**config.mk**
```make
export PLATFORM = sky130hd
export DESIGN_NAME = ram_rr_arbiter_flat
export DESIGN_NICKNAME = d
export VERILOG_FILES = /design/src/rtl/ram_rr_arbiter_if.sv /design/src/rtl/ram_rr_arbiter.sv /design/src/flat_wrapper.sv
export SDC_FILE = /design/constraint.sdc
export NUM_CORES = 1
export LEC_CHECK = 0
export BUFFER_PORTS_ARGS = -buffer_cell sky130_fd_sc_hd__buf_2
export CORE_AREA = 2 2 110 112
export DETAILED_ROUTE_END_ITERATION = 16
export DIE_AREA = 0 0 112 114
export GPL_ROUTABILITY_DRIVEN = 0
export GPL_TIMING_DRIVEN = 0
export PLACE_DENSITY_LB_ADDON = 0.05
export SYNTH_ARGS = -nofsm -noshare
export SYNTH_HDL_FRONTEND = slang
export SYNTH_SLANG_ARGS = --single-unit
```
**constraint.sdc**
```tcl
create_clock -name clk -period 3.25 [get_ports clk]
set_clock_uncertainty 0.1 [all_clocks]
set_input_delay 0.325 -clock clk [delete_from_list [all_inputs] [get_ports clk]]
set_output_delay 0.325 -clock clk [all_outputs]
set_load 0.1 [all_outputs]
```
**src/rtl/ram_rr_arbiter_if.sv**
```systemverilog
// Bundle of the requester, RAM-port and read-response signals shared by
// ram_rr_arbiter and whatever drives it. The slave modport is the arbiter's
// view; the master modport is the view of the requesters plus the RAM.
//
// Handshake: requester i transfers in a cycle where req_valid[i] and
// req_ready[i] are both high. Once req_valid[i] is raised, req_we[i],
// req_addr and req_wdata for that requester stay stable until the transfer.
// req_ready is combinational and never asserted without req_valid.
// rsp_valid is a one-cycle pulse with no back-pressure.
interface ram_rr_arbiter_if #(
  parameter int N_REQ      = 4,
  parameter int ADDR_WIDTH = 6,
  parameter int DATA_WIDTH = 32,
  parameter int ID_WIDTH   = 2
);
  logic                        arb_en;
  logic [N_REQ-1:0]            req_valid;
  logic [N_REQ-1:0]            req_we;
  logic [N_REQ*ADDR_WIDTH-1:0] req_addr;
  logic [N_REQ*DATA_WIDTH-1:0] req_wdata;
  logic [N_REQ-1:0]            req_ready;

  logic                        ram_cs;
  logic                        ram_we;
  logic                        ram_oe;
  logic [ADDR_WIDTH-1:0]       ram_addr;
  logic [DATA_WIDTH-1:0]       ram_wdata;
  logic [DATA_WIDTH-1:0]       ram_rdata;

  logic                        rsp_valid;
  logic [ID_WIDTH-1:0]         rsp_id;
  logic [DATA_WIDTH-1:0]       rsp_rdata;

  // Round-robin pointer, exported for observation only.
  logic [ID_WIDTH-1:0]         dbg_ptr;

  modport slave (
    input  arb_en, req_valid, req_we, req_addr, req_wdata, ram_rdata,
    output req_ready, ram_cs, ram_we, ram_oe, ram_addr, ram_wdata,
    output rsp_valid, rsp_id, rsp_rdata, dbg_ptr
  );

  modport master (
    output arb_en, req_valid, req_we, req_addr, req_wdata, ram_rdata,
    input  req_ready, ram_cs, ram_we, ram_oe, ram_addr, ram_wdata,
    input  rsp_valid, rsp_id, rsp_rdata, dbg_ptr
  );
endinterface

```
**src/rtl/ram_rr_arbiter.sv**
```systemverilog
// Round-robin arbiter sharing one synchronous single-port RAM among N_REQ
// requesters. Grant is combinational; the winning request is registered
// onto the RAM port in the following cycle, and a read's data comes back
// as a tagged one-cycle response one cycle after that.
module ram_rr_arbiter #(
  parameter int N_REQ      = 4,
  parameter int ADDR_WIDTH = 6,
  parameter int DATA_WIDTH = 32,
  parameter int ID_WIDTH   = 2
) (
  input  logic             clk,
  input  logic             rst,
  ram_rr_arbiter_if.slave  bus
);

  // One extra bit so ptr + offset can be compared against N_REQ.
  localparam int SW = ID_WIDTH + 1;

  logic [ID_WIDTH-1:0]   ptr;
  logic [ID_WIDTH-1:0]   grant_id;
  logic                  grant_vld;
  logic                  xfer;
  logic [SW-1:0]         scan_sum;
  logic [SW-1:0]         next_sum;
  logic [ID_WIDTH-1:0]   ptr_nxt;
  logic                  sel_we;
  logic [ADDR_WIDTH-1:0] sel_addr;
  logic [DATA_WIDTH-1:0] sel_wdata;
  logic [ID_WIDTH-1:0]   cmd_id;

  // Scan requesters starting at ptr, wrapping modulo N_REQ; first valid wins.
  always_comb begin
    grant_vld = 1'b0;
    grant_id  = '0;
    scan_sum  = '0;
    for (int k = 0; k < N_REQ; k++) begin
      scan_sum = SW'(ptr) + SW'(k);
      if (scan_sum >= SW'(N_REQ)) begin
        scan_sum = scan_sum - SW'(N_REQ);
      end
      if (!grant_vld && bus.req_valid[scan_sum[ID_WIDTH-1:0]]) begin
        grant_vld = 1'b1;
        grant_id  = scan_sum[ID_WIDTH-1:0];
      end
    end
  end

  // A transfer needs both a winner and the global enable.
  assign xfer = grant_vld & bus.arb_en;

  // One-hot ready towards the winner only.
  always_comb begin
    bus.req_ready = '0;
    for (int i = 0; i < N_REQ; i++) begin
      if (xfer && (grant_id == ID_WIDTH'(i))) begin
        bus.req_ready[i] = 1'b1;
      end
    end
  end

  // Pick the winner's command fields out of the packed request buses.
  always_comb begin
    sel_we    = 1'b0;
    sel_addr  = '0;
    sel_wdata = '0;
    for (int i = 0; i < N_REQ; i++) begin
      if (grant_id == ID_WIDTH'(i)) begin
        sel_we    = bus.req_we[i];
        sel_addr  = bus.req_addr[i*ADDR_WIDTH +: ADDR_WIDTH];
        sel_wdata = bus.req_wdata[i*DATA_WIDTH +: DATA_WIDTH];
      end
    end
  end

  // Pointer moves to the requester just after the winner, wrapping at N_REQ.
  always_comb begin
    next_sum = SW'(grant_id) + SW'(1);
    if (next_sum >= SW'(N_REQ)) begin
      ptr_nxt = '0;
    end else begin
      ptr_nxt = next_sum[ID_WIDTH-1:0];
    end
  end

  // Round-robin pointer; holds when nothing transfers.
  always_ff @(posedge clk or posedge rst) begin
    if (rst) begin
      ptr <= '0;
    end else if (xfer) begin
      ptr <= ptr_nxt;
    end
  end

  // Command stage: register the granted request onto the RAM port.
  // Address and write data hold across idle cycles; strobes drop.
  always_ff @(posedge clk or posedge rst) begin
    if (rst) begin
      bus.ram_cs    <= 1'b0;
      bus.ram_we    <= 1'b0;
      bus.ram_oe    <= 1'b0;
      bus.ram_addr  <= '0;
      bus.ram_wdata <= '0;
      cmd_id        <= '0;
    end else begin
      bus.ram_cs <= xfer;
      bus.ram_we <= xfer & sel_we;
      bus.ram_oe <= xfer & ~sel_we;
      if (xfer) begin
        bus.ram_addr  <= sel_addr;
        bus.ram_wdata <= sel_wdata;
        cmd_id        <= grant_id;
      end
    end
  end

  // Pending-read stage: a read command this cycle becomes a tagged response
  // next cycle, when the RAM presents its data.
  always_ff @(posedge clk or posedge rst) begin
    if (rst) begin
      bus.rsp_valid <= 1'b0;
      bus.rsp_id    <= '0;
    end else begin
      bus.rsp_valid <= bus.ram_cs & bus.ram_oe;
      if (bus.ram_cs && bus.ram_oe) begin
        bus.rsp_id <= cmd_id;
      end
    end
  end

  // Read data is passed straight through and zeroed outside a response.
  assign bus.rsp_rdata = bus.rsp_valid ? bus.ram_rdata : '0;
  assign bus.dbg_ptr   = ptr;

endmodule

```
**src/flat_wrapper.sv**
```systemverilog
// flat-port wrapper written by rule: the top's interface ports become plain ports
module ram_rr_arbiter_flat 
#(
  parameter int N_REQ      = 4,
  parameter int ADDR_WIDTH = 6,
  parameter int DATA_WIDTH = 32,
  parameter int ID_WIDTH   = 2
)
  (clk, rst, bus_arb_en, bus_req_valid, bus_req_we, bus_req_addr, bus_req_wdata, bus_ram_rdata, bus_req_ready, bus_ram_cs, bus_ram_we, bus_ram_oe, bus_ram_addr, bus_ram_wdata, bus_rsp_valid, bus_rsp_id, bus_rsp_rdata, bus_dbg_ptr);
  ram_rr_arbiter_if #(.N_REQ(N_REQ), .ADDR_WIDTH(ADDR_WIDTH), .DATA_WIDTH(DATA_WIDTH), .ID_WIDTH(ID_WIDTH)) bus_i ();
  input  logic clk;
  input  logic rst;
  input wire logic [$bits(bus_i.arb_en)-1:0] bus_arb_en;
  input wire logic [$bits(bus_i.req_valid)-1:0] bus_req_valid;
  input wire logic [$bits(bus_i.req_we)-1:0] bus_req_we;
  input wire logic [$bits(bus_i.req_addr)-1:0] bus_req_addr;
  input wire logic [$bits(bus_i.req_wdata)-1:0] bus_req_wdata;
  input wire logic [$bits(bus_i.ram_rdata)-1:0] bus_ram_rdata;
  output wire logic [$bits(bus_i.req_ready)-1:0] bus_req_ready;
  output wire logic [$bits(bus_i.ram_cs)-1:0] bus_ram_cs;
  output wire logic [$bits(bus_i.ram_we)-1:0] bus_ram_we;
  output wire logic [$bits(bus_i.ram_oe)-1:0] bus_ram_oe;
  output wire logic [$bits(bus_i.ram_addr)-1:0] bus_ram_addr;
  output wire logic [$bits(bus_i.ram_wdata)-1:0] bus_ram_wdata;
  output wire logic [$bits(bus_i.rsp_valid)-1:0] bus_rsp_valid;
  output wire logic [$bits(bus_i.rsp_id)-1:0] bus_rsp_id;
  output wire logic [$bits(bus_i.rsp_rdata)-1:0] bus_rsp_rdata;
  output wire logic [$bits(bus_i.dbg_ptr)-1:0] bus_dbg_ptr;
  assign bus_i.arb_en = bus_arb_en;
  assign bus_i.req_valid = bus_req_valid;
  assign bus_i.req_we = bus_req_we;
  assign bus_i.req_addr = bus_req_addr;
  assign bus_i.req_wdata = bus_req_wdata;
  assign bus_i.ram_rdata = bus_ram_rdata;
  assign bus_req_ready = bus_i.req_ready;
  assign bus_ram_cs = bus_i.ram_cs;
  assign bus_ram_we = bus_i.ram_we;
  assign bus_ram_oe = bus_i.ram_oe;
  assign bus_ram_addr = bus_i.ram_addr;
  assign bus_ram_wdata = bus_i.ram_wdata;
  assign bus_rsp_valid = bus_i.rsp_valid;
  assign bus_rsp_id = bus_i.rsp_id;
  assign bus_rsp_rdata = bus_i.rsp_rdata;
  assign bus_dbg_ptr = bus_i.dbg_ptr;
  ram_rr_arbiter #(.N_REQ(N_REQ), .ADDR_WIDTH(ADDR_WIDTH), .DATA_WIDTH(DATA_WIDTH), .ID_WIDTH(ID_WIDTH)) u_core (.clk(clk), .rst(rst), .bus(bus_i));
endmodule
```
# Yosys cells after proc, flatten, opt, wreduce, memory -nomap -nowiden
# Index checks and enable logic that the tools add are counted.
# classes
n_bitwise	5
eq_ne	3
muxes	38
n_addsub	8
order_cmp	9
reduce_logical	12
# ops
operator	n
$mux W32	5
$mux W6	4
$mux W2	9
$mux W1	16
$ge A3 B3 Y1 const B	4
$lt A2 B3 Y1 const B	4
$bmux W1 S2	4
$logic_and A1 B1 Y1	8
$sub A2 B1 Y2 const B	4
$add A2 B1 Y3 const B	2
$add A2 B2 Y3 const B	2
$and A1 B1 Y1	4
$eq A2 B2 Y1 const B	2
$ge A2 B3 Y1 const B	1
$logic_not A1 Y1	3
$eq A2 B1 Y1 const B	1
$logic_not A2 Y1	1
$not A1 Y1	1
# totals
register_bits	48
wordCells	84
out_inout_bits	82

# Depth between registers and ports, before layout
# logic_depth
word_depth	21
depth_mapped	10

# Worst setup path before layout
# OpenSTA, ideal clock, no wires.
# synth_timing
path_kind	flip-flop to output port
startpoint	reg u_core.ptr[1], in the netlist u_core.bus.dbg_ptr[1]
endpoint	out bus_req_ready[3]
required_ps	2825
n_path_buf	3
arrival_time_ps	3383
stages_incl_launch_ff	9
path_slack_ps	-558
path_cell_list	dfrtp_1 > mux2i_1 > nor2_1 > nor4_1 > ha_1 > buf_2 > clkbuf_1 > clkbuf_1 > and2_1
# synth_between
elab_chain_cells	17
word_cells_on_any_way	41
cone_classes	7 x add/sub; 4 x order compare; 1 x eq/ne; 21 x mux; 1 x bitwise; 7 x reduce/logical
# synth_rtl
element	line	rtl
start, declared	ram_rr_arbiter.sv:19	logic [ID_WIDTH-1:0] ptr;
start signal, assigned	ram_rr_arbiter.sv:90	ptr <= ptr_nxt;
parallel branches: the longest is 13 deep, another holds $add A2 B1 Y3	n/a	
$mux W2 (*)	ram_rr_arbiter.sv:41	if (!grant_vld && bus.req_valid[scan_sum[ID_WIDTH-1:0]]) begin
via u_core.grant_id[0]	ram_rr_arbiter.sv:20	logic [ID_WIDTH-1:0] grant_id;
$eq A2 B2 Y1 (*)	ram_rr_arbiter.sv:55	if (xfer && (grant_id == ID_WIDTH'(i))) begin
$logic_and A1 B1 Y1 (*)	ram_rr_arbiter.sv:55	
$mux W1 (*)	ram_rr_arbiter.sv:55	
end, declared	flat_wrapper.sv:19	output wire logic [$bits(bus_i.req_ready)-1:0] bus_req_ready;
# Mark *: on every way through the listed nets, which the timed path passes. The select of a mux whose other input is x is not followed.

# Worst setup path after layout
# layout_timing
startpoint	reg u_core.ptr[1], in the netlist u_core.bus.dbg_ptr[1]
endpoint	out bus_req_ready[2]
# layout_between
elab_chain_cells	17
word_cells_on_any_way	41
cone_classes	7 x add/sub; 4 x order compare; 1 x eq/ne; 21 x mux; 1 x bitwise; 7 x reduce/logical
# layout_rtl
element	line
parallel branches: the longest is 15 deep, another holds $add A2 B1 Y3	n/a
$logic_and A1 B1 Y1 (*)	ram_rr_arbiter.sv:55
$mux W1 (*)	ram_rr_arbiter.sv:55
# Every way passes the cells marked *. The select of a mux whose other input is x is not followed.

==> metrics.cfg <==
[logic_synthesis]
synthDistinctLibCells=26
synthArstFlopShare_pct=100
yosys-top-cells-area=dfrtp_1, a21oi_1, a221o_1
syn_nets=636
yosysWarnings=0
synth_edf_count=0
ys_seq_area_share_pct=35.0
yosys_most_used_dff=dfrtp_1
synth.avg_cell_area_um2=7.85
synth_top_area_share_pct=35.0
synth_seq_cells=48
netlist_area_um2=3430
synth_largest_area_cell=dfrtp_1
yosys.cell_count.top_type=a21oi_1
syn_inst=437
ys_top_cells_by_count=a21oi_1, dfrtp_1, inv_1

[sta]
fin_crit_sh_pct=95.2
drv_slew=0
holdWs_ns=0.212
rsz0062_at_grt=no
setup_ws_ns=0.155
slew_headroom_pct=55.1
fmax_mhz=323
worst_slew_pin_slew_ns=0.671
fin_crit_ns=3.10
hold_viol_final=0
setup-violations-final=0

[floorplan]
die_h_um=114
start_util_pct=29.3
num_rows=40
ioPinCount=277
dieArea_um2=12800
core_um2=11700
die_w_um=112

[clock_tree]
root_buffer=clkbuf_16
clkTransAtPathRegs_ns=0.07
cts_max_level=2
cts_sinks=48
cts_buffers=5
clk_path_buf_depth=2
cts_setup_buffers=0
worstSkewPairLatency_ns=0.29
cts_tree=built

[grt]
antenna_found_initial=0
grt_pass1_vias=4277
grt-ovfl-total=0
grt_pass1_wl_mm=22.0
grt_max_degree=31
grt_usage_pct=21.8

[drt]
ant_nets=0
wl_per_cell_um=16.8
top_layer=met4
drtIter0Drc=227
via_count=4246
vias_per_cell=4.90
wl_met2_mm=7.18
wl_met1_mm=6.05
met3RoutedLength_mm=1.07
first_pass_iters=4
drc_errors=0
drt-total-wl_mm=14.6

[placed_design]
port_buffers=276
dpl.hpwl_mm=11.5
dp_slack_ns=-0.265

[cells_and_area]
ff_latch_area_um2=1200
nFillCells=1237
drive_gt1_share_pct=43.3
post-route-util_pct=44.4
area_growth_pct=51.4
multiInputGateArea_um2=1900
diodes=0
nNetsFinal=918

[setup_path]
criticalPathCategory=flip-flop to output pin
crit_required_ns=2.82
end_kind=output pin
cp_max_fo=19
cp.arrival_ns=2.67
startpoint_type=flip-flop

[flow_run]
cap_viol_max_count=0

[power_and_ir_drop]
p_per_area_nw_per_um2=1080
ir_drop_v=0.000539
power_w=0.00561
p_leak_nw=2.73

[worst_hold_path]
hold_path_class=primary input to flip-flop

[run_status]
status=complete, no violations

==> placed cells by master, fill, tap and decap left out, types with 2 or more instances in the layout <==
cell type and instances:
a21oi_1 118, a221o_1 39, and2_1 32, and2_2 4
buf_2 285, buf_4 3, clkbuf_1 25, clkbuf_16 5
clkbuf_8 2, dfrtp_1 47, ha_1 4, inv_1 41
inv_2 2, mux2_2 2, nand2_1 8, nand2b_1 3
nand3b_1 39, nor2_1 41, o31ai_1 2
==> metrics by stage <==
stage | cells | setup TNS, ns | area (µm²)
6_report | 866 | 0 | 5200
5_1_grt | 866 | 0 | 5200
4_1_cts | 866 | 0 | 5180
3_5_place_dp | 861 | -0.397 | 5020
3_3_place_gp | 860 | -0.361 | 5000
2_1_floorplan | 437 | -0.111 | 3440
==> path summary, 6_finish.rpt <==
path / from / endpoint / slack, ns / depth (start not counted)
max in group asynchronous: rst / u_core.bus.ram_oe / 2.04 / 4
setup reg to reg: u_core.bus.dbg_ptr[1] / u_core.bus.ram_wdata[25] / 0.38 / 9
hold reg to reg: u_core.cmd_id[0] / u_core.cmd_id[0] / 0.40 / 2
setup / recovery: u_core.bus.dbg_ptr[1] / bus_req_ready[2] / 0.15 / 8
hold / removal: bus_req_we[3] / u_core.bus.ram_we / 0.21 / 3
min in group asynchronous: rst / u_core.bus.ram_wdata[24] / 0.49 / 3
==> power breakdown <==
part | internal, W | total, W | switching (W)
Sequential | 0.000842 | 0.000984 | 0.000142
Clock | 0.000324 | 0.000550 | 0.000226
Combinational | 0.000899 | 0.00408 | 0.00318
==> timing repair <==
item / CTS / global route
gates resized for setup: 4 / 6
pin swaps: 0 / 0
endpoints found under the hold margin: 18 / 0
hold buffers: 1 / 0
setup endpoints to repair: 3 / 3
==> sequential cells by signal, indices dropped and copies added (netlist names) <==
register	count
u_core.bus.ram_cs	1
u_core.cmd_id	2
u_core.bus.rsp_id	2
u_core.bus.ram_wdata	32
u_core.bus.ram_we	1
u_core.bus.rsp_valid	1
u_core.bus.ram_oe	1
u_core.bus.dbg_ptr	2
u_core.bus.ram_addr	6
==> per-layer routing <==
| layer | vias up | global-route usage [%] |
|---|---|---|
| met5 | - | 0 |
| met4 | 0 | 5.93 |
| met3 | 15 | 4.94 |
| met2 | 189 | 40.0 |
| met1 | 1944 | 25.6 |
| li1 | 2098 | - |
==> area by class of cell <==
| cell class | count | area share, % |
|---|---|---|
| sequential | 48 | 23.1 |
| clock buffer | 7 | 2.94 |
| multi-input combinational | 303 | 36.6 |
| tap | 147 | 3.54 |
| timing repair buffer | 278 | 27.3 |
| inverter | 43 | 3.11 |
| buffer | 40 | 3.42 |
==> cell families after synthesis <==
kind of cell               synth area share (%)
AOI/OAI and AO/OA                          30.5
and+or+nand+nor                            22.1
DFF                                        35.0
buffers and inverters                      9.95
muxes                                     0.948
adders and majority gates                  1.46
==> worst max-delay path: stages (launching register included) <==
cell and delay (ns):
dfrtp_2 0.42, mux2i_1 0.19, nor2_1 0.10, or4_1 0.56
ha_1 0.21, clkbuf_1 0.20, buf_6 0.23, and2_2 0.19
clkbuf_4 0.27
Note: power is estimated with default switching activity, not from simulation.
